<file path="src/rtl/sched_pkg.sv">
// Shared scheduler types and constants for the request-side dispatch logic.
package sched_pkg;

    localparam int unsigned N_REQ = 16;
    localparam int unsigned IDX_W = 4;

    typedef enum logic [1:0] {
        IDLE,
        OFFER,
        ACK
    } disp_state_t;

    typedef logic [N_REQ-1:0] req_vec_t;

endpackage

</file>
<file path="src/rtl/index_decoder.sv">
// Index to one-hot decoder; the output is all-zero when en is low.
module index_decoder
    import sched_pkg::*;
(
    input  logic [IDX_W-1:0] idx,
    input  logic             en,
    output req_vec_t         onehot
);

    always_comb begin
        onehot = '0;
        if (en) begin
            onehot[idx] = 1'b1;
        end
    end

endmodule

</file>
<file path="config.mk">
export PLATFORM = sky130hd
export DESIGN_NAME = index_decoder
export DESIGN_NICKNAME = d
export VERILOG_FILES = /design/src/rtl/sched_pkg.sv /design/src/rtl/index_decoder.sv
export SDC_FILE = /design/constraint.sdc
export NUM_CORES = 1
export LEC_CHECK = 0
export CAP_MARGIN = 40
export CORE_AREA = 2 2 39 41
export DETAILED_ROUTE_END_ITERATION = 8
export DIE_AREA = 0 0 41 43
export PLACE_DENSITY = 0.43
export SYNTH_ARGS = -nofsm -noshare
export SYNTH_HDL_FRONTEND = slang
export SYNTH_SLANG_ARGS = --single-unit
</file>
<file path="constraint.sdc">
create_clock -name vclk -period 0.8
set_clock_uncertainty 0.1 [all_clocks]
set_input_delay 0.08 -clock vclk [all_inputs]
set_output_delay 0.08 -clock vclk [all_outputs]
set_load 0.02 [all_outputs]
</file>
Yosys cells after proc, flatten, opt, wreduce, memory -nomap -nowiden --
Index checks and enable logic that the tools add are counted.
Operators by class: $lt $le $gt $ge 2, multiplexer cells 3, reductions and logical operators 1
Operators by type and width (count):
- two-way mux 16 bit | 1
- less-than comparator 4 x 5 -> 1 bit (second input constant) | 1
- demux 1 bit (select 4 bit) | 1
- greater-or-equal comparator 4 x 1 -> 1 bit (second input constant) | 1
- logical AND 1 bit | 1
- two-way mux 1 bit | 1
Storage, ports and cells: register bits after elaboration 0, input bits 5, logic and storage cells 6

Longest topological paths before layout --
Gate-level depths: netlist of run 1.
word-level depth 5, depth in mapped cells 2, depth with buffers taken out 2

Worst setup path after synthesis of run 1 --
OpenSTA, ideal clock, no wires.
path kind input port to output port, start input port idx[2], end output port onehot[1], arrival time 0.776 ns, required time 0.620 ns, slack -0.156 ns, stages on the path 2, path buffers 0, path through or3b_4 nor2_1
On the way: word-level cells in the longest chain between the ends 5
Ends and longest elaborated chain:
- start: declaration | RTL line index_decoder.sv:5 | input logic [IDX_W-1:0] idx,
- less-than comparator 4 x 5 -> 1 bit (not written as such) or greater-or-equal comparator 4 x 1 -> 1 bit (tied branches) | RTL line index_decoder.sv:13 | onehot[idx] = 1'b1;
- logical AND 1 bit (not written as such) | RTL line index_decoder.sv:13
- two-way mux 1 bit (not written as such) | RTL line index_decoder.sv:13
- demux 1 bit (select 4 bit) * | RTL line index_decoder.sv:13
- two-way mux 16 bit * | RTL line index_decoder.sv:12 | if (en) begin
- end: declaration | RTL line index_decoder.sv:7 | output req_vec_t onehot
Mark *: on every way between the ends. The rest lies on a longest branch, timed or not.

Worst setup path after layout of run 1 --
start input port idx[2], end output port onehot[0]
Same word-level chain as after synthesis.

==> impl_metrics.toml, run 1 <==
[yosys]
synthesis.area_sq_um = 118
synth.mux.area_fraction_pct = 0
yosys.area_share.simple_pct = 100
synth.area.top_cells = "nor2_1 (38%), nor3_1 (13%), nand3b_1 (13%)"
ys_warn_count = 0
postSynthAreaPerCell_sq_um = 5.11
synth_cell_type_count = 8
synth_compound_area_share_pct = 0
synth_top_area_share_pct = 38.3
synthAdderAreaFrac_pct = 0
yosysTopAreaCell = "nor2_1"
synth_top_family_by_area = "simple AND/OR/NAND/NOR gates"
yosys.area_share.xor_xnor_pct = 0
syn_nets = 28
synth_seq_area_share_pct = 0
synth_cells = 23

[grt]
grt_max_degree = 6
gr-total-overflow = 0
antenna_found_initial = 0
grt_pass1_vias = 260
grt_pass1_wl_mm = 1.19
grt_util_all_layers_pct = 9.21

[worst_setup_path]
crit_type = "in -> out"
cp_max_fo = 4
crit_slowest_cell = "or3b_4"
critPathRequiredTime_ns = 0.62
crit_path_end_kind = "output pin"
startpoint_type = "input pin"
critPathMaxStageDelay_ns = 0.45
path_cells = "buf_8 > or3b_4 > nor3_4 > buf_6"
cp.arrival_ns = 0.90

[power]
peakVddDrop_mv = 0.117
p_leak_nw = 0.235
total_power_mw = 0.214
power.density_nw_per_um2 = 379

[placement]
placed_area_sq_um = 419
gp_congestion = 0.703
numPortBuffers = 21
dp_hpwl_um = 527
dp_cells = 65

[floorplan]
io_pins = 21
die_w_um = 41
die_area_sq_um = 1760
core_sq_um = 1380
initial_core_util_pct = 8.50
die_h_um = 43
fp-row-count = 14

[timing]
slew_violations = 0
rsz0062_at_grt = "true"
clock.fmax_mhz = 925
worstMarginPinSlew_ns = 0.252
fin_hold_ws_ns = 0.329
period_share_pct = 135
max_slew_margin_pct = 83.1
period_needed_ns = 1.08
finalHoldViolations = 0
final-setup-viol-count = 15
fin_ws_ns = -0.282
setup-tns-final_ns = -2.56

[worst_hold_path]
hold_class = "in -> out"

[layout]
nNetsFinal = 60
regArea_sq_um = 0
layoutNonFillerInstCount = 69
areaGrowthSynthToFinish_pct = 379
n_clock_buffer = 0
diodes = 0
design.seq.count = 0
drive_gt1_share_pct = 88.7
finalInstanceArea_sq_um = 563

[detailed_routing]
drc = 0
drt-total-wl_um = 755
num_vias = 268
final_antenna_net_count = 0
drtIter0Drc = 0
wl_per_cell_um = 10.9
vias_per_cell = 3.88
dr.pass1.iters = 1

[flow_run]
drv_cap = 0

[outcome]
violations = "negative setup slack"
status = "complete, but fails checks"
-- per-stage QoR --
step	utilization (%)	worst slack, ns
2_1_floorplan	-	-0.114
3_3_place_gp	30.3	-1.12
3_5_place_dp	30.3	-1.12
4_1_cts	35.2	-0.315
5_1_grt	40.7	-0.318
6_report	40.7	-0.282
-- where the power goes --
| group | internal, mW | total [mW] | switching (mW) |
|---|---|---|---|
| clock network | 0 | 0 | 0 |
| registers | 0 | 0 | 0 |
| logic | 0.111 | 0.214 | 0.102 |
| total | 0.111 | 0.214 | 0.102 |
-- synth_stat cells --
| cell | instances |
|---|---|
| nand3b_1 | 2 |
| nor3_1 | 3 |
| nand2_1 | 1 |
| nand3_1 | 1 |
| nor2_1 | 12 |
| nand2b_1 | 2 |
| or3b_4 | 1 |
| nor3_2 | 1 |
-- cell type report --
| type | instances | area (sq um) |
|---|---|---|
| fillers | 152 | 821 |
| repair buffers | 30 | 319 |
| multi-input cells | 23 | 224 |
| well taps | 16 | 20.0 |
-- placed cells by master (no fill, tap or decap), drive strengths merged --
master	count
nor3	4
buf	30
nand3	1
or3b	1
nand2	1
nand2b	2
nand3b	2
nor2	12
-- kinds of logic after synthesis --
| logic type | Yosys count |
|---|---|
| simple gates | 23 |
-- repair_timing --
action | CTS | global route
resized for setup | 127 | 19
pin swaps | 7 | 7
buffers inserted | 3 | 1
gates cloned | 0 | 0
hold buffers | 0 | 0
hold endpoints to repair | 0 | 0
setup endpoints to repair | 16 | 16
-- routing by layer --
metal,vias up,GRT usage [%],wire length (um)
met2,11,13.4,388
met4,0,0,0
met3,0,0,60
met5,-,0,0
li1,138,-,-
met1,119,15.6,307
-- final timing paths --
check | start | endpoint | slack (ns) | depth (start not counted)
worst min-delay path | idx[0] | onehot[0] | 0.33 | 3
worst max-delay path | idx[2] | onehot[0] | -0.28 | 4
-- worst max-delay path, delay by kind of cell --
family	cells	cell delay, ns
buf+inv	2	0.23
simple gates	2	0.58
Note: power is estimated with default switching activity, not from simulation.
==> inputs of run 2 (changes only) <==
DONT_BUFFER_PORTS = 1   (was unset)
PLACE_DENSITY = unset   (was 0.43)
==> impl_metrics.toml, run 2 (synthesis gave the netlist of run 1 again) <==
[detailed_routing]
drc = 0
dr.pass1.iters = 3
vias_per_cell = 3.75
wl_per_cell_um = 9.71
final_antenna_net_count = 0
num_vias = 191
drtIter0Drc = 1
drt-total-wl_um = 495

[floorplan]
die_w_um = 41
fp-row-count = 14
die_h_um = 43
core_sq_um = 1380
io_pins = 21
die_area_sq_um = 1760
initial_core_util_pct = 8.50

[timing]
clock.fmax_mhz = 1070
worstMarginPinSlew_ns = 0.263
period_needed_ns = 0.933
slew_violations = 0
period_share_pct = 117
fin_ws_ns = -0.133
final-setup-viol-count = 4
max_slew_margin_pct = 82.4
rsz0062_at_grt = "true"
finalHoldViolations = 0

[worst_setup_path]
crit_type = "in -> out"
crit_slowest_cell = "or3b_4"
crit_path_end_kind = "output pin"
startpoint_type = "input pin"
cp.arrival_ns = 0.75
crit_buf_inv = 0
path_delay_family = "simple AND/OR/NAND/NOR gates"
path_cells = "or3b_4 > nor2_2"
critPathMaxStageDelay_ns = 0.43
cp_max_fo = 4
critPathRequiredTime_ns = 0.62

[worst_hold_path]
hold_class = "in -> out"

[grt]
grt_pass1_vias = 157
antenna_found_initial = 0
grt_util_all_layers_pct = 5.41
gr-total-overflow = 0
grt_max_degree = 8
grt_pass1_wl_um = 696

[layout]
layoutNonFillerInstCount = 51
layout_common_cells = "buf_4 (12), nor2_1 (9), nor3_2 (3)"
n_clock_buffer = 0
utilization_pct = 18.9
layout_commonest_cell = "buf_4"
diodes = 0
nNetsFinal = 42
drive_gt1_share_pct = 57.1
finalInstanceArea_sq_um = 262
areaGrowthSynthToFinish_pct = 122
design.seq.count = 0
regArea_sq_um = 0

[placement]
numPortBuffers = 0
gp_congestion = 0.582
dp_hpwl_um = 452
placed_area_sq_um = 262
dp_cells = 51

[power]
p_leak_nw = 0.106
peakVddDrop_mv = 0.0327
total_power_mw = 0.0739
power.density_nw_per_um2 = 283

[outcome]
status = "complete, but fails checks"
violations = "negative setup slack"

[clocking]
cts_setup_buffers = 0
cts_hold_buf = 0

[flow_run]
drv_cap = 0
## run 2: cell types whose count changed in the layout (fill, tap and decap cells not counted), sizes merged
| cell | change |
|---|---|
| buf | -18 |
## run 2: layer usage
| layer | vias to the layer above | GRT usage, % | wire length (um) |
|---|---|---|---|
| li1 | 103 | - | - |
| met1 | 80 | 4.78 | 149 |
| met2 | 8 | 11.9 | 284 |
| met3 | 0 | 0.524 | 61 |
| met4 | 0 | 0 | 0 |
| met5 | - | 0 | 0 |
## run 2: worst paths after layout
check	depth (start not counted)	endpoint	start	slack, ns
min	1	onehot[0]	idx[0]	0.1
max	2	onehot[3]	idx[2]	-0.13
## run 2: cell type report
| cell class | instances | area, sq um |
|---|---|---|
| fill | 167 | 1120 |
| multi-input combinational | 23 | 151 |
| tap | 16 | 20.0 |
| timing repair buffer | 12 | 90.1 |
## run 2: repair_timing
item / CTS / global route
setup endpoints to repair: 4 / 12
resized for setup: 0 / 0
pin swaps: 0 / 1
## run 2: per-stage QoR
stage / setup TNS (ns) / hold WS [ns] / setup WS, ns
after floorplan: -0.366 / 0.0949 / -0.114
after global placement: -0.481 / 0.0988 / -0.147
after detailed placement: -0.478 / 0.0970 / -0.140
after CTS: -0.478 / 0.0970 / -0.140
after global routing: -0.849 / 0.0987 / -0.156
final: -0.480 / 0.0965 / -0.133
## run 2: power by group
group / internal [mW] / switching (mW)
clock: 0 / 0
sequential: 0 / 0
combinational: 0.0280 / 0.0459
